`src/rtl/mmio_uart_tx_if.sv`:
```
// -----------------------------------------------------------------------------
// mmio_uart_tx_if
// Data-memory side bus between the single-cycle processor and the memory-mapped
// UART transmitter.
//
// Handshake: there is no valid/ready pair. A store is the single-cycle strobe
// mem_write qualified by addr, and it is taken at the rising clk edge where it
// is high. A load is mem_read qualified by addr. read_data and sel are
// combinational and settle in the same cycle.
//
// Signals:
//   mem_write   processor store strobe
//   mem_read    processor load strobe
//   addr        processor byte address
//   write_data  store data (only [7:0] is used for TXDATA)
//   read_data   load data, 0 when the UART is not selected
//   sel         1 when addr hits TXDATA or STATUS
// Modports: master = processor side, slave = UART side.
// -----------------------------------------------------------------------------
interface mmio_uart_tx_if;
  logic        mem_write;
  logic        mem_read;
  logic [31:0] addr;
  logic [31:0] write_data;
  logic [31:0] read_data;
  logic        sel;

  modport master (
    output mem_write,
    output mem_read,
    output addr,
    output write_data,
    input  read_data,
    input  sel
  );

  modport slave (
    input  mem_write,
    input  mem_read,
    input  addr,
    input  write_data,
    output read_data,
    output sel
  );
endinterface

```
`src/rtl/mmio_uart_tx.sv`:
```
// -----------------------------------------------------------------------------
// mmio_uart_tx
// Memory-mapped UART transmitter on the processor's data-memory port.
// A store to TXDATA (BASE_ADDR) pushes write_data[7:0] into a small FIFO. A
// baud-rate FSM pops bytes and sends them as 8N1 frames, LSB first, on tx.
// STATUS (BASE_ADDR+4) reads combinationally:
//   bit0 full, bit1 empty, bit2 fsm_active, bit3 overflow (sticky),
//   bits[7:4] FIFO count, bit8 parity feature present.
// A store to STATUS clears overflow and never enqueues.
//
// Optional feature macro: UART_TX_PARITY_EN
//   When defined, a PARITY state sends an even parity bit between the data
//   bits and the stop bit, and STATUS bit8 reads 1.
//
// Ports:
//   clk        system clock, rising edge
//   reset      asynchronous, active-high; clears all state
//   bus        mmio_uart_tx_if.slave (mem_write, mem_read, addr, write_data,
//              read_data, sel)
//   tx         serial line, registered, idle high
//   busy       frame in flight or FIFO non-empty
//   state_dbg  current FSM state encoding
// -----------------------------------------------------------------------------
module mmio_uart_tx #(
  parameter logic [31:0] BASE_ADDR    = 32'h4000_0000,
  parameter int          CLKS_PER_BIT = 868,
  parameter int          FIFO_DEPTH   = 4
) (
  input  logic               clk,
  input  logic               reset,
  mmio_uart_tx_if.slave      bus,
  output logic               tx,
  output logic               busy,
  output logic [2:0]         state_dbg
);

  localparam int PW = (FIFO_DEPTH > 1) ? $clog2(FIFO_DEPTH) : 1;
  localparam int CW = PW + 1;
  localparam int BW = (CLKS_PER_BIT > 1) ? $clog2(CLKS_PER_BIT) : 1;
  localparam logic [BW-1:0] BAUD_LAST = BW'(CLKS_PER_BIT - 1);
  localparam logic [CW-1:0] DEPTH_C   = CW'(FIFO_DEPTH);

  typedef enum logic [2:0] {
    IDLE   = 3'd0,
    START  = 3'd1,
    DATA   = 3'd2,
    STOP   = 3'd3,
    PARITY = 3'd4
  } state_t;

  state_t          state;
  logic [BW-1:0]   baud_cnt;
  logic [2:0]      bit_idx;
  logic [7:0]      shift;
`ifdef UART_TX_PARITY_EN
  logic            par_bit;
`endif

  logic [7:0]      mem [FIFO_DEPTH];
  logic [PW-1:0]   wr_ptr;
  logic [PW-1:0]   rd_ptr;
  logic [CW-1:0]   count;
  logic            overflow;

  logic            hit_tx;
  logic            hit_st;
  logic            full;
  logic            empty;
  logic            baud_done;
  logic            pop;
  logic            push_req;
  logic            push_ok;
  logic [7:0]      head;
  logic [31:0]     status;
  logic [31:0]     cnt_ext;
  logic            unused_wdata;

  // ---------------------------------------------------------------------------
  // Address decode and load path
  // ---------------------------------------------------------------------------
  assign hit_tx  = (bus.addr == BASE_ADDR);
  assign hit_st  = (bus.addr == (BASE_ADDR + 32'd4));
  assign bus.sel = hit_tx | hit_st;

  assign full    = (count == DEPTH_C);
  assign empty   = (count == '0);
  assign cnt_ext = 32'(count);

  always_comb begin
    status    = 32'd0;
    status[0] = full;
    status[1] = empty;
    status[2] = (state != IDLE);
    status[3] = overflow;
    status[7:4] = cnt_ext[3:0];
`ifdef UART_TX_PARITY_EN
    status[8] = 1'b1;
`endif
  end

  // TXDATA reads back as 0; only STATUS returns data.
  assign bus.read_data = (bus.mem_read & hit_st) ? status : 32'd0;

  assign unused_wdata = ^bus.write_data[31:8];

  // ---------------------------------------------------------------------------
  // FIFO
  // ---------------------------------------------------------------------------
  assign baud_done = (baud_cnt == BAUD_LAST);
  // The FSM pops from IDLE, or at the last cycle of STOP for back-to-back frames.
  assign pop       = ~empty & ((state == IDLE) | ((state == STOP) & baud_done));
  assign push_req  = bus.mem_write & hit_tx;
  // A pop in the same cycle frees a slot, so a push into a full FIFO still lands.
  assign push_ok   = push_req & (~full | pop);
  assign head      = mem[rd_ptr];

  always_ff @(posedge clk) begin
    if (push_ok) begin
      mem[wr_ptr] <= bus.write_data[7:0];
    end
  end

  always_ff @(posedge clk or posedge reset) begin
    if (reset) begin
      wr_ptr   <= '0;
      rd_ptr   <= '0;
      count    <= '0;
      overflow <= 1'b0;
    end else begin
      if (push_ok) begin
        wr_ptr <= wr_ptr + PW'(1);
      end
      if (pop) begin
        rd_ptr <= rd_ptr + PW'(1);
      end
      case ({push_ok, pop})
        2'b10:   count <= count + CW'(1);
        2'b01:   count <= count - CW'(1);
        default: count <= count;
      endcase
      if (bus.mem_write & hit_st) begin
        overflow <= 1'b0;
      end else if (push_req & ~push_ok) begin
        overflow <= 1'b1;
      end
    end
  end

  // ---------------------------------------------------------------------------
  // Transmit FSM. tx is driven from here so it is always a flop output.
  // ---------------------------------------------------------------------------
  always_ff @(posedge clk or posedge reset) begin
    if (reset) begin
      state    <= IDLE;
      tx       <= 1'b1;
      baud_cnt <= '0;
      bit_idx  <= 3'd0;
      shift    <= 8'd0;
`ifdef UART_TX_PARITY_EN
      par_bit  <= 1'b0;
`endif
    end else begin
      case (state)
        IDLE: begin
          if (!empty) begin
            shift    <= head;
`ifdef UART_TX_PARITY_EN
            par_bit  <= ^head;
`endif
            tx       <= 1'b0;
            baud_cnt <= '0;
            state    <= START;
          end
        end

        START: begin
          if (baud_done) begin
            baud_cnt <= '0;
            tx       <= shift[0];
            bit_idx  <= 3'd0;
            state    <= DATA;
          end else begin
            baud_cnt <= baud_cnt + BW'(1);
          end
        end

        DATA: begin
          if (baud_done) begin
            baud_cnt <= '0;
            if (bit_idx == 3'd7) begin
`ifdef UART_TX_PARITY_EN
              tx    <= par_bit;
              state <= PARITY;
`else
              tx    <= 1'b1;
              state <= STOP;
`endif
            end else begin
              // Next bit is shift[1]; it becomes shift[0] after the shift.
              shift   <= {1'b0, shift[7:1]};
              tx      <= shift[1];
              bit_idx <= bit_idx + 3'd1;
            end
          end else begin
            baud_cnt <= baud_cnt + BW'(1);
          end
        end

`ifdef UART_TX_PARITY_EN
        PARITY: begin
          if (baud_done) begin
            baud_cnt <= '0;
            tx       <= 1'b1;
            state    <= STOP;
          end else begin
            baud_cnt <= baud_cnt + BW'(1);
          end
        end
`endif

        STOP: begin
          if (baud_done) begin
            baud_cnt <= '0;
            if (!empty) begin
              // Back-to-back: straight into the next start bit, no idle gap.
              shift   <= head;
`ifdef UART_TX_PARITY_EN
              par_bit <= ^head;
`endif
              tx      <= 1'b0;
              state   <= START;
            end else begin
              state   <= IDLE;
            end
          end else begin
            baud_cnt <= baud_cnt + BW'(1);
          end
        end

        default: begin
          state    <= IDLE;
          tx       <= 1'b1;
          baud_cnt <= '0;
        end
      endcase
    end
  end

  assign busy      = (state != IDLE) | ~empty;
  assign state_dbg = state;

endmodule

```
`src/flat_wrapper.sv`:
```
// flat-port wrapper written by rule: the top's interface ports become plain ports
module mmio_uart_tx_flat 
#(
  parameter logic [31:0] BASE_ADDR    = 32'h4000_0000,
  parameter int          CLKS_PER_BIT = 868,
  parameter int          FIFO_DEPTH   = 4
)
  (clk, reset, tx, busy, state_dbg, bus_mem_write, bus_mem_read, bus_addr, bus_write_data, bus_read_data, bus_sel);
  mmio_uart_tx_if bus_i ();
  input  logic clk;
  input  logic reset;
  output logic tx;
  output logic busy;
  output logic [2:0] state_dbg;
  input wire logic [$bits(bus_i.mem_write)-1:0] bus_mem_write;
  input wire logic [$bits(bus_i.mem_read)-1:0] bus_mem_read;
  input wire logic [$bits(bus_i.addr)-1:0] bus_addr;
  input wire logic [$bits(bus_i.write_data)-1:0] bus_write_data;
  output wire logic [$bits(bus_i.read_data)-1:0] bus_read_data;
  output wire logic [$bits(bus_i.sel)-1:0] bus_sel;
  assign bus_i.mem_write = bus_mem_write;
  assign bus_i.mem_read = bus_mem_read;
  assign bus_i.addr = bus_addr;
  assign bus_i.write_data = bus_write_data;
  assign bus_read_data = bus_i.read_data;
  assign bus_sel = bus_i.sel;
  mmio_uart_tx #(.BASE_ADDR(BASE_ADDR), .CLKS_PER_BIT(CLKS_PER_BIT), .FIFO_DEPTH(FIFO_DEPTH)) u_core (.clk(clk), .reset(reset), .bus(bus_i), .tx(tx), .busy(busy), .state_dbg(state_dbg));
endmodule
```
`config.mk`:
```
export PLATFORM = sky130hd
export DESIGN_NAME = mmio_uart_tx_flat
export DESIGN_NICKNAME = d
export VERILOG_FILES = /design/src/rtl/mmio_uart_tx_if.sv /design/src/rtl/mmio_uart_tx.sv /design/src/flat_wrapper.sv
export SDC_FILE = /design/constraint.sdc
export NUM_CORES = 1
export LEC_CHECK = 0
export ABC_AREA = 1
export BUFFER_PORTS_ARGS = -buffer_cell sky130_fd_sc_hd__buf_2
export CORE_MARGIN = 2
export CORE_UTILIZATION = 42
export CTS_CLUSTER_SIZE = 28
export DETAILED_ROUTE_END_ITERATION = 10
export GPL_TIMING_DRIVEN = 0
export PLACE_DENSITY_LB_ADDON = 0.1
export SKIP_LAST_GASP = 1
export SLEW_MARGIN = 40
export SYNTH_ARGS = -nofsm -noshare
export SYNTH_HDL_FRONTEND = slang
export SYNTH_SLANG_ARGS = --single-unit
```
`constraint.sdc`:
```
create_clock -name clk -period 5 [get_ports clk]
set_input_delay 1 -clock clk [delete_from_list [all_inputs] [get_ports clk]]
set_output_delay 1 -clock clk [all_outputs]
set_load 0.01 [all_outputs]
```
---- Word level (Yosys, flattened, before mapping) ----
Memories as Yosys holds them, arrays and structs flattened.
Cells that the tools add are included.
word-level totals
  logic and storage cells ................. 89
  memory bits (writable) .................. 32
  register bits ........................... 33
  memories kept ........................... 1
operators by class
  add/sub/neg operators ................... 6
  mux-type cells .......................... 31
  bitwise logic cells ..................... 14
  reductions and logical operators ........ 12
  eq/ne operators ......................... 16
memories
  memory      words  bits a word  rd ports  clocked after Yosys merged registers in  write ports  RTL line            source
  u_core.mem  4      8            1         0                                        1            mmio_uart_tx.sv:59  logic [7:0] mem [FIFO_DEPTH];
operators with widths
  operator               count
  $eq 32x31->1 const B   2
  $mux 8                 4
  $mux 3                 8
  $pmux 8 s3             1
  $mux 10                2
  $pmux 10 s2            1
  $pmux 3 s2             2
  $pmux 3 s4             1
  $add 10x1->10 const B  1
  $eq 10x10->1 const B   1
  $mux 1                 10
  $ne 2x1->1 const B     4
  $reduce_and 4->1       2
  $and 1x1->1            7
  $mux 7                 1
  $add 3x1->3 const B    2
  $eq 3x2->1 const B     2
  $eq 3x3->1 const B     2
  $logic_not 3->1        2
  $reduce_bool 2->1      3
  $reduce_bool 3->1      2
  $reduce_and 5->1       1
  $add 2x1->2 const B    2
  $ne 2x2->1 const B     2
  9 further kinds        14

---- Logic depth before layout (Yosys ltp) ----
Gate-level depths: netlist of the first run.
  depth in word-level cells ............... 10
  mapped depth ............................ 13

---- Worst setup path before layout of the first run ----
OpenSTA, ideal clock, no wires.
  path kind ............................... input-to-output
  start ................................... in bus_addr[23]
  end ..................................... out bus_read_data[0]
  data required time ...................... 4000 ps
  slack ................................... 2088 ps
  stages on the path ...................... 7
  buffers on the path ..................... 0
  arrival time ............................ 1912 ps
  cells stage by stage .................... nor2_1 nand2_1 nor2_1 nand2_1 nor2_1 nand3_2 nor3_1
on the way
  longest elaborated chain between the ends .. 3
ends and longest elaborated chain
  what          RTL line             source
  from (decl)   flat_wrapper.sv:17   input wire logic [$bits(bus_i.addr)-1:0] bus_addr;
  $eq 32x31->1  mmio_uart_tx.sv:82   assign hit_st = (bus.addr == (BASE_ADDR + 32'd4));
  $and 1x1->1   mmio_uart_tx.sv:102  assign bus.read_data = (bus.mem_read & hit_st) ? status : 32'd0;
  $mux 7        mmio_uart_tx.sv:102
  to (decl)     flat_wrapper.sv:19   output wire logic [$bits(bus_i.read_data)-1:0] bus_read_data;
No other way between the ends.

---- Worst setup path after layout of the first run ----
  start ................................... in bus_addr[27]
  end ..................................... out bus_read_data[0]
Same word-level chain as after synthesis.

==> impl_results.rst, run 1 <==
.. list-table::
   :header-rows: 1

   * - Metric
     - Value
   * - Num ports
     - 106
   * - Die extent in y
     - 97.0 µm
   * - Most used cells in the layout excluding fill and tap cells
     - sky130_fd_sc_hd__nand2_1 (120), sky130_fd_sc_hd__buf_2 (58), sky130_fd_sc_hd__nor2_1 (49)
   * - Synthesized instance count
     - 433
   * - TritonCTS clock tree
     - yes
   * - Run status
     - complete, no violations
   * - Final clock skew
     - 0.0117 ns
   * - Worst Setup Slack post-DPL
     - 1.84 ns
   * - Root Buffer
     - sky130_fd_sc_hd__clkbuf_8
   * - Bufs on Longest Clock Path
     - 2
   * - Antenna diode count
     - 0
   * - Max rail drop VDD
     - 0.209 mV
   * - GRT Resource Usage Total
     - 0.168
   * - Total via count after detailed routing
     - 2,920
   * - Pin count of the biggest net entering global routing
     - 33
   * - Critical path launch point type
     - input port
   * - Min Tclk post-route
     - 3.16 ns
   * - Actual transition at the worst max-transition pin
     - 0.786 ns
   * - Fmax
     - 316 MHz
   * - Fin nets
     - 606
   * - Sequential cell area
     - 1760 µm²
   * - Share of the yosys chip area belonging to registers
     - 0.486
   * - Length in cells of the worst reg-to-reg path
     - 13
   * - Area of the multi-input gates
     - 1550 µm²
   * - Type of element capturing the critical path
     - primary output
   * - Destination of the critical timing path
     - bus_read_data[0]
   * - Total clock sinks
     - 64
   * - Sequential fraction of design power
     - 0.494
   * - Headroom to the max-slew limit
     - 0.474
   * - Setup repair after global routing missed its margin
     - no
   * - Ratio of total power to cell area
     - 257 nW/µm²
   * - DIE AREA
     - 9400 µm²
   * - Signed area change from the synthesized netlist to the final layout
     - 20.1%
   * - Number of buffers added on ports
     - 55
   * - Int Power
     - 867 µW
   * - Worst reg2reg startpoint
     - u_core.baud_cnt[0]
   * - Highest fanout seen on the critical path
     - 7
   * - Effective utilization at floorplan
     - 0.437
   * - Final critical-path share of the clock period
     - 0.632
   * - First-pass GRT wire length
     - 12,800 µm
   * - Kind of critical path
     - input port to primary output
   * - Arrival time of data at the critical path endpoint
     - 2.16 ns
   * - Netlist Area Pre-Place
     - 3630 µm²
   * - Number of gates resized after CTS
     - 0
   * - Launching instance or port of the critical path
     - bus_addr[27]
   * - Reg-to-reg slack, setup
     - 2.49 ns
   * - Final setup TNS
     - 0 ns
   * - Number of distinct standard cells referenced by the synthesized netlist
     - 35
   * - Count of maximum capacitance violations
     - 0
   * - Leftover overflow at the end of global routing
     - 0
   * - Share of total power consumed by net switching
     - 0.226
   * - Fillers
     - 794
   * - Synth warn
     - 0
   * - Gp weighted congestion
     - 0.807
   * - Final setup violating endpoints
     - 0
   * - Horizontal extent of the die
     - 97.0 µm
   * - Required arrival time at the worst endpoint
     - 4.00 ns
   * - Pins Over Slew Limit
     - 0
   * - Buffers inserted during post-CTS setup optimization
     - 0
   * - Static Leakage
     - 2.17 nW
   * - Hold-fix buffers at CTS
     - 0
   * - Number of buffers added by the clock tree synthesis step
     - 9
   * - Clock network power share
     - 0.456
   * - Clock insertion delay at the later pin of the skew report
     - 0.35 ns
   * - Avg Inst Size Synth
     - 8.38 µm²
   * - Post-DP HPWL
     - 5410 µm
   * - Total power after layout
     - 1.12 mW
   * - Drc violations
     - 0
   * - Post-DR wirelength/cell
     - 11.7 µm
   * - Fraction of the core area covered by cells at the end of the flow
     - 0.525
   * - Number of rows in the core area
     - 33
   * - Gate power share
     - 0.050
   * - Via count of the first global-routing pass
     - 2,780
   * - Iter 0 DRT Violations
     - 124
   * - Initial antenna violation count
     - 0
   * - Residual antenna-violating net count after detailed routing
     - 0
   * - Fraction of final layout cells with drive strength greater than 1
     - 0.242
   * - Number of hold-slack violations in the final timing report
     - 0
   * - Clock transition time at the flip-flop clock pins of the worst setup and hold paths
     - 0.07 ns
   * - Worst min path class
     - flop to flop
   * - Critical register-to-register path endpoint
     - u_core.count[2]
   * - Final worst-path setup slack
     - 1.84 ns
   * - Floorplan Core Area
     - 8300 µm²
   * - Vias per cell
     - 4.61
   * - Pre-antenna DRT Iters
     - 5
   * - Switching power total
     - 253 µW
   * - Smallest hold slack
     - 0.465 ns
   * - Final wirelength
     - 7400 µm
   * - Maximum level of the CTS H-tree
     - 3
   * - Most common library cell in the layout ignoring fill and taps
     - sky130_fd_sc_hd__nand2_1
   * - Synthesis-stage register bit count
     - 64
routing by layer:
layer	up-vias	GRT usage	part of all wire
met5	-	0	0
met4	0	0.0509	0.010
met3	6	0.0470	0.050
met2	72	0.272	0.47
met1	1313	0.221	0.47
li1	1529	-	-
critical path, cell delays in order:
cell and delay (ns):
sky130_fd_sc_hd__buf_2 0.10, sky130_fd_sc_hd__nor2_1 0.09, sky130_fd_sc_hd__nand2_1 0.06, sky130_fd_sc_hd__nor2_1 0.14, sky130_fd_sc_hd__nand2_1 0.11, sky130_fd_sc_hd__nor2_1 0.16, sky130_fd_sc_hd__nand3_2 0.16, sky130_fd_sc_hd__nor3_1 0.17
sky130_fd_sc_hd__buf_2 0.16
worst min path at each step:
stage | from | end | slack (ns) | cells after the start
after global placement | u_core.tx | u_core.tx | 0.45 | 2
final | u_core.tx | u_core.tx | 0.47 | 2
after CTS | u_core.tx | u_core.tx | 0.47 | 2
after detailed placement | u_core.tx | u_core.tx | 0.45 | 2
after floorplan | u_core.shift[0] | u_core.shift[0] | 0.44 | 2
after global routing | u_core.tx | u_core.tx | 0.49 | 2
stage by stage:
stage                     area [µm²]  instances
final                           4360        634
after global routing            4360        634
after CTS                       4360        634
after detailed placement        4130        618
after global placement          4130        618
after floorplan                 3720        458
final cells by class:
class,count,share of cell area
clock buffer,9,0.0284
inverter,48,0.0413
timing repair buffer,55,0.0632
multi-input combinational,314,0.355
tap,105,0.0301
buffer,32,0.0534
sequential,64,0.405
clock inverter,7,0.0238
cells by family after synthesis:
kind of cell               count (synthesis)  share of synthesized area
DFF                                       64                      0.486
adders and majority gates                 14                     0.0503
and+or+nand+nor                          240                      0.294
xor gates and xnor gates                   6                     0.0145
AOI/OAI and AO/OA                         28                     0.0410
buffers and inverters                     80                      0.114
other                                      1                    0.00103
power groups by stage:
| stage | combinational, mW | clock (mW) | sequential [mW] |
|---|---|---|---|
| final | 0.0559 | 0.511 | 0.553 |
| after global routing | 0.0628 | 0.547 | 0.553 |
| after CTS | 0.0559 | 0.523 | 0.553 |
| after detailed placement | 0.0558 | 0 | 0.564 |
| after global placement | 0.0546 | 0 | 0.564 |
| after floorplan | 0.0336 | 0 | 0.565 |
registers in the layout, indices dropped and copies added (netlist names):
| signal | flops |
|---|---|
| u_core.bit_idx | 3 |
| u_core.mem | 32 |
| u_core.overflow | 1 |
| u_core.rd_ptr | 2 |
| u_core.wr_ptr | 2 |
| u_core.tx | 1 |
| u_core.state_dbg | 2 |
| u_core.count | 3 |
| u_core.baud_cnt | 10 |
| u_core.shift | 8 |
cells in the mapped netlist, drive strengths merged:
master  count  area, µm²
o21ai      17       88.8
nor3        8       45.0
nor2       53        214
nand4       6       43.8
fa          1       20.0
o31ai       1       7.51
xnor2       2       17.5
buf        32        233
edfxtp     32        961
nand2     125        487
dfstp       1       26.3
or2         1       6.26
dfrtp      31        776
nand3b      1       7.51
ha         13        163
conb        1       3.75
inv        48        180
o21a        1       7.51
xor2        4       35.0
nand3      46        263
a21oi       9       45.0
(Power assumes the default switching activity.)
==> run 2: changes to the inputs <==
- ABC_AREA: 1 -> 0
- clock period: 5 -> 3.2 ns (I/O delays scaled with it)
==> run 2 against run 1 <==
Core utilization hardly changed. Clock power is 53% higher. Worst hold slack worse by 0.064 ns. Combinational power grew to 6.5 times the previous value. Global-route usage is 2.1 points lower. Die area is 7.8% lower. Setup slack worse by 1.5 ns. Sequential power is 79% higher. Flip-flop and latch count stayed put. Register-to-register slack worse by 2.1 ns. Design area is 6.8% lower. Via count is 28% lower. Critical endpoint is now u_core.count[2]. Largest power group unchanged.
==> impl_results.rst, run 2 <==
.. list-table::
   :header-rows: 1

   * - Metric
     - Value
   * - Run status
     - complete, no violations
   * - Initial antenna violation count
     - 0
   * - Highest fanout seen on the critical path
     - 7
   * - Headroom to the max-slew limit
     - 0.538
   * - Clock transition time at the flip-flop clock pins of the worst setup and hold paths
     - 0.07 ns
   * - Total via count after detailed routing
     - 2,099
   * - Residual antenna-violating net count after detailed routing
     - 0
   * - Actual transition at the worst max-transition pin
     - 0.691 ns
   * - Synthesis-stage register bit count
     - 64
   * - Kind of critical path
     - flop to flop
   * - Floorplan Core Area
     - 7730 µm²
   * - Slowest cell on the critical path
     - sky130_fd_sc_hd__nor4_1
   * - GRT Resource Usage Total
     - 0.148
   * - Most repeated cell in the gate-level netlist after synthesis
     - sky130_fd_sc_hd__edfxtp_1
   * - Pins Over Slew Limit
     - 0
   * - Critical path launch point type
     - flop
   * - Gp weighted congestion
     - 0.754
   * - Number of hold-slack violations in the final timing report
     - 0
   * - Buffers inserted during post-CTS setup optimization
     - 0
   * - Cells along the critical path
     - ha_1 -> nand4b_2 -> nor4_1 -> nor3_1 -> and4bb_4 -> inv_1 -> ha_1 -> inv_1 -> fa_1 -> xor2_1 -> nor2_1 -> xor2_1
   * - Number of distinct standard cells referenced by the synthesized netlist
     - 47
   * - Pre-antenna DRT Iters
     - 4
   * - Final clock skew
     - 0.0129 ns
   * - Area of the multi-input gates
     - 1410 µm²
   * - Type of element capturing the critical path
     - flop
   * - Fin nets
     - 427
   * - Most common library cell in the layout ignoring fill and taps
     - sky130_fd_sc_hd__buf_2
   * - Num ports
     - 106
   * - Arrival time of data at the critical path endpoint
     - 3.05 ns
   * - Number of enable-type register cells in the synthesized netlist
     - 32
   * - Pin count of the biggest net entering global routing
     - 33
   * - Die extent in y
     - 93.1 µm
   * - Setup repair after global routing missed its margin
     - no
   * - Smallest hold slack
     - 0.401 ns
   * - Leftover overflow at the end of global routing
     - 0
   * - Iter 0 DRT Violations
     - 58
   * - Horizontal extent of the die
     - 93.1 µm
   * - Largest cells by area after synthesis
     - sky130_fd_sc_hd__edfxtp_1 (29%), sky130_fd_sc_hd__dfrtp_1 (23%), sky130_fd_sc_hd__buf_4 (5.9%)
   * - Number of buffers added by the clock tree synthesis step
     - 9
   * - Fillers
     - 680
   * - Effective utilization at floorplan
     - 0.432
   * - Maximum level of the CTS H-tree
     - 3
   * - Post-DP HPWL
     - 4210 µm
   * - Share of total power consumed by net switching
     - 0.256
   * - Stages on the worst setup path
     - 12
   * - Clock insertion delay at the later pin of the skew report
     - 0.34 ns
   * - Min Tclk post-route
     - 2.82 ns
   * - Max rail drop VDD
     - 0.392 mV
   * - Largest regs
     - u_core.mem: 32 flops, u_core.baud_cnt: 10 flops, u_core.shift: 8 flops
   * - Final critical-path share of the clock period
     - 0.882
   * - Bufs on Longest Clock Path
     - 2
   * - Most numerous cell types in the synthesized netlist
     - sky130_fd_sc_hd__edfxtp_1 (32), sky130_fd_sc_hd__dfrtp_1 (31), sky130_fd_sc_hd__buf_4 (26)
   * - Synth warn
     - 0
   * - Count of buffer and inverter cells on the critical path
     - 2
   * - Critical path's largest stage delay
     - 0.48 ns
   * - Final setup violating endpoints
     - 0
   * - Final wirelength
     - 5710 µm
   * - Antenna diode count
     - 0
   * - Number of rows in the core area
     - 32
   * - Count of maximum capacitance violations
     - 0
   * - Fraction of synthesis flops using an asynchronous set or reset pin
     - 0.500
   * - Share of the synthesized area in the top cell type
     - 0.288
   * - Register name with the most flops
     - u_core.mem
   * - Number of gates resized after CTS
     - 0
   * - Yosys top cell by area
     - sky130_fd_sc_hd__edfxtp_1
   * - Main synth FF type
     - sky130_fd_sc_hd__edfxtp_1
   * - Max reg flops
     - 32
   * - Required arrival time at the worst endpoint
     - 3.42 ns
   * - Final setup TNS
     - 0 ns
   * - Length in cells of the worst reg-to-reg path
     - 12
   * - Worst min path class
     - input port to async pin
   * - Root Buffer
     - sky130_fd_sc_hd__clkbuf_8
   * - Number of buffers added on ports
     - 55
   * - Via count of the first global-routing pass
     - 2,036
   * - Netlist Area Pre-Place
     - 3340 µm²
   * - Hold-fix buffers at CTS
     - 0
   * - Switching power total
     - 548 µW
   * - Post-DR wirelength/cell
     - 12.6 µm
   * - Top cell family by delay on the critical path
     - simple AND/OR/NAND/NOR gates
   * - Total clock sinks
     - 64
   * - Sequential cell area
     - 1760 µm²
   * - Ratio of total power to cell area
     - 526 nW/µm²
   * - Synthesized instance count
     - 254
   * - Drc violations
     - 0
   * - Share of the yosys chip area belonging to registers
     - 0.529
   * - Signed area change from the synthesized netlist to the final layout
     - 21.7%
   * - Vias per cell
     - 4.64
   * - Clock network power share
     - 0.366
   * - First-pass GRT wire length
     - 9820 µm
   * - Sequential fraction of design power
     - 0.463
   * - Static Leakage
     - 1.83 nW
   * - Int Power
     - 1.59 mW
   * - Fraction of final layout cells with drive strength greater than 1
     - 0.389
   * - Gate power share
     - 0.171
   * - Avg Inst Size Synth
     - 13.1 µm²
   * - Fmax
     - 354 MHz
   * - DIE AREA
     - 8670 µm²
   * - TritonCTS clock tree
     - yes
   * - Most used cells in the layout excluding fill and tap cells
     - sky130_fd_sc_hd__buf_2 (57), sky130_fd_sc_hd__edfxtp_1 (32), sky130_fd_sc_hd__dfrtp_1 (31)
## run 2: cell types whose count changed in the layout (fill, tap and decap cells not counted), sizes merged, moves of 13 or more
cell / change
nand3: -42
nor2: -38
mux2: +18
o21ai: -13
nand2: -112
inv: -35
## run 2: per-stage QoR
step / worst slack, ns / power, mW / util / cells / area, µm²
detailed placement: 0.375 / 1.38 / 0.496 / 436 / 3830
CTS: 0.350 / 2.16 / 0.525 / 452 / 4060
floorplan: 0.644 / 1.29 / - / 279 / 3430
global placement: 0.382 / 1.37 / 0.496 / 436 / 3830
finish: 0.377 / 2.14 / 0.525 / 452 / 4060
global route: 0.111 / 2.25 / 0.525 / 452 / 4060
## run 2: cell type report
cell class                 count  share of cell area
buffer                        30              0.0524
clock buffer                   9              0.0305
clock inverter                 7              0.0256
inverter                      13              0.0120
multi-input combinational    172               0.346
sequential                    64               0.434
tap                          102              0.0314
timing repair buffer          55              0.0678
## run 2: logic make-up after synthesis
group	count (synthesis)	share of synthesized area
AOI/OAI and AO/OA	21	0.0476
xor gates and xnor gates	13	0.0341
adders and majority gates	14	0.0548
buffers and inverters	43	0.0784
DFF	64	0.529
muxes	27	0.127
other	1	0.00112
and+or+nand+nor	71	0.129
## run 2: worst paths after layout
check	slack, ns	startpoint	to
hold / removal	0.40	reset	u_core.count[2]
setup reg to reg	0.38	u_core.baud_cnt[0]	u_core.count[2]
max in group asynchronous	2.34	reset	u_core.shift[4]
hold reg to reg	0.51	u_core.count[0]	u_core.count[0]
setup / recovery	0.38	u_core.baud_cnt[0]	u_core.count[2]
min in group clk	0.50	bus_addr[2]	u_core.overflow
## run 2: worst reg2reg max path: stages (launching register included)
cell                       delay, ns
sky130_fd_sc_hd__dfrtp_1        0.41
sky130_fd_sc_hd__ha_1           0.22
sky130_fd_sc_hd__nand4b_2       0.20
sky130_fd_sc_hd__nor4_1         0.48
sky130_fd_sc_hd__nor3_1         0.13
sky130_fd_sc_hd__and4bb_4       0.41
sky130_fd_sc_hd__inv_1          0.06
sky130_fd_sc_hd__ha_1           0.21
sky130_fd_sc_hd__inv_1          0.07
sky130_fd_sc_hd__fa_1           0.17
sky130_fd_sc_hd__xor2_1         0.15
sky130_fd_sc_hd__nor2_1         0.06
sky130_fd_sc_hd__xor2_1         0.14
## run 2: metal layers
metal / GRT usage / vias up / share of wire / wire, µm
met1: 0.200 / 974 / 0.46 / 2650
met5: 0 / - / 0 / 0
met4: 0.0551 / 0 / 0.013 / 74
met3: 0.0419 / 10 / 0.057 / 328
met2: 0.227 / 72 / 0.47 / 2660
li1: - / 1043 / - / -
## run 2: power groups by stage
stage               combinational [mW]  clock [mW]  sequential (mW)
finish                           0.366       0.782            0.989
CTS                              0.372       0.803            0.989
floorplan                        0.298           0            0.988
global route                     0.410       0.841            0.999
global placement                 0.364           0             1.00
detailed placement               0.372           0             1.00
==> run 3: changes to the inputs <==
- clock period: 3.2 -> 2.7 ns (I/O delays scaled with it)
==> run 3 against run 2 <==
Worst hold slack got worse by 0.099 ns. Combinational power rose by 20%. Die area is the same. Power grew 19%. Clock power is 19% higher. Sequential power is 18% higher. Final cell count up 0.22%. Critical path depth is 1 lower. Sequential share of layout area shrank 0.28 points. Core utilization grew 0.37 points. Via count up 0.43%. Flip-flop and latch count is the same. Critical path type unchanged. Largest power group unchanged.
==> impl_results.rst, run 3 (synthesis gave the netlist of run 2 again) <==
.. list-table::
   :header-rows: 1

   * - Metric
     - Value
   * - Final wirelength
     - 5730 µm
   * - Signed area change from the synthesized netlist to the final layout
     - 22.6%
   * - Slowest cell on the critical path
     - sky130_fd_sc_hd__or3_4
   * - Number of buffers added on ports
     - 55
   * - Max reg flops
     - 32
   * - Total clock sinks
     - 64
   * - Via count of the first global-routing pass
     - 2,051
   * - Fillers
     - 677
   * - Clock transition time at the flip-flop clock pins of the worst setup and hold paths
     - 0.08 ns
   * - Residual antenna-violating net count after detailed routing
     - 0
   * - Worst reg2reg startpoint
     - u_core.baud_cnt[3]
   * - Required arrival time at the worst endpoint
     - 2.92 ns
   * - Ratio of total power to cell area
     - 621 nW/µm²
   * - DIE AREA
     - 8670 µm²
   * - Run status
     - complete, no violations
   * - Num ports
     - 106
   * - Drc violations
     - 0
   * - Most used cells in the layout excluding fill and tap cells
     - sky130_fd_sc_hd__buf_2 (57), sky130_fd_sc_hd__edfxtp_1 (32), sky130_fd_sc_hd__dfrtp_1 (30)
   * - Reg-to-reg slack, setup
     - 0.19 ns
   * - Fraction of the core area covered by cells at the end of the flow
     - 0.529
   * - Number of hold-slack violations in the final timing report
     - 0
   * - Largest regs
     - u_core.mem: 32 flops, u_core.baud_cnt: 10 flops, u_core.shift: 8 flops
   * - Vias per cell
     - 4.65
   * - First-pass GRT wire length
     - 9860 µm
   * - Leftover overflow at the end of global routing
     - 0
   * - Pin count of the biggest net entering global routing
     - 33
   * - Final critical-path share of the clock period
     - 0.931
   * - Arrival time of data at the critical path endpoint
     - 2.74 ns
   * - Length in cells of the worst reg-to-reg path
     - 11
   * - Fmax
     - 398 MHz
   * - Cells along the critical path
     - or3_4 -> nor4_4 -> nor3_2 -> and4bb_4 -> inv_1 -> ha_1 -> inv_1 -> fa_1 -> xor2_1 -> nor2_1 -> xor2_1
   * - GRT Resource Usage Total
     - 0.149
   * - Initial antenna violation count
     - 0
   * - Worst min path class
     - input port to async pin
   * - Antenna diode count
     - 0
   * - Highest fanout seen on the critical path
     - 4
   * - Effective utilization at floorplan
     - 0.432
   * - Min Tclk post-route
     - 2.51 ns
   * - Launching instance or port of the critical path
     - u_core.baud_cnt[3]
   * - Kind of critical path
     - flop to flop
   * - Iter 0 DRT Violations
     - 58
   * - Sequential cell area
     - 1760 µm²
   * - Die extent in y
     - 93.1 µm
   * - Critical path's largest stage delay
     - 0.45 ns
   * - Bufs on Longest Clock Path
     - 2
   * - Clock insertion delay at the later pin of the skew report
     - 0.34 ns
   * - Total via count after detailed routing
     - 2,108
   * - Maximum level of the CTS H-tree
     - 3
   * - Most common library cell in the layout ignoring fill and taps
     - sky130_fd_sc_hd__buf_2
   * - Horizontal extent of the die
     - 93.1 µm
   * - Area of the multi-input gates
     - 1430 µm²
   * - Pins Over Slew Limit
     - 0
   * - Type of element capturing the critical path
     - flop
   * - Floorplan Core Area
     - 7730 µm²
   * - Headroom to the max-slew limit
     - 0.536
   * - Critical register-to-register path endpoint
     - u_core.count[2]
   * - Post-DP HPWL
     - 4210 µm
   * - Count of maximum capacitance violations
     - 0
   * - Final clock skew
     - 0.0129 ns
   * - Post-DR wirelength/cell
     - 12.7 µm
   * - Root Buffer
     - sky130_fd_sc_hd__clkbuf_8
   * - TritonCTS clock tree
     - yes
   * - Destination of the critical timing path
     - u_core.count[2]
   * - Total power after layout
     - 2.54 mW
   * - Static Leakage
     - 1.85 nW
   * - Number of rows in the core area
     - 32
   * - Setup repair after global routing missed its margin
     - no
   * - Critical path launch point type
     - flop
   * - Actual transition at the worst max-transition pin
     - 0.694 ns
   * - Final setup violating endpoints
     - 0
   * - Pre-antenna DRT Iters
     - 4
   * - Max rail drop VDD
     - 0.464 mV
   * - Register name with the most flops
     - u_core.mem
   * - Gp weighted congestion
     - 0.754
   * - Fraction of final layout cells with drive strength greater than 1
     - 0.399
   * - Number of buffers added by the clock tree synthesis step
     - 9
   * - Fin nets
     - 428
## run 3: changes by cell type in the layout (fill, tap and decap cells not counted), sizes merged
cell,delta
buf,+1
## run 3: worst min path at each step
stage,start,endpoint,slack (ns)
3_5_place_dp,u_core.shift[3],u_core.shift[3],0.49
3_3_place_gp,u_core.shift[5],u_core.shift[5],0.49
2_1_floorplan,u_core.count[0],u_core.count[0],0.46
4_1_cts,reset,u_core.count[2],0.34
5_1_grt,reset,u_core.count[2],0.35
6_report,reset,u_core.count[2],0.30
## run 3: per-layer routing
metal,GRT usage,vias up,share of wire
met4,0.0551,0,0.013
li1,-,1047,-
met3,0.0419,8,0.057
met2,0.231,74,0.47
met1,0.200,979,0.46
met5,0,-,0
## run 3: power breakdown
group	switching, mW	internal [mW]
clock network	0.397	0.531
registers	0.0657	1.11
logic	0.191	0.248
total	0.654	1.89
## run 3: per-stage QoR
stage               instances  hold slack (ns)  instance area, µm²  setup slack, ns  setup TNS (ns)
floorplan                 279            0.464                3430            0.244               0
global route              453            0.354                4090           0.0398               0
global placement          436            0.493                3830           -0.118          -0.192
CTS                       452            0.337                4080           0.0166               0
finish                    453            0.302                4090            0.187               0
detailed placement        436            0.492                3830           -0.125          -0.206
## run 3: critical path: cells and delay by family (launching register included)
family	cells	cell delay [ns]
flip-flops	1	0.42
buffers and inverters	2	0.11
adder cells (fa/ha/maj)	2	0.38
AND/OR/NAND/NOR	5	1.20
XOR/XNOR	2	0.29
## run 3: cell type report
type,count,area share
inverters,13,0.0119
repair buffers,56,0.0692
flip-flops and latches,64,0.431
plain buffers,30,0.0520
multi-input cells,172,0.349
clock buffers,9,0.0303
clock inverters,7,0.0254
well taps,102,0.0312
## run 3: what timing repair did
item	CTS	global route
resized for setup	2	2
endpoints found under the setup margin	2	2
buffers inserted	0	1
hold buffers	0	0
pin swaps	0	2
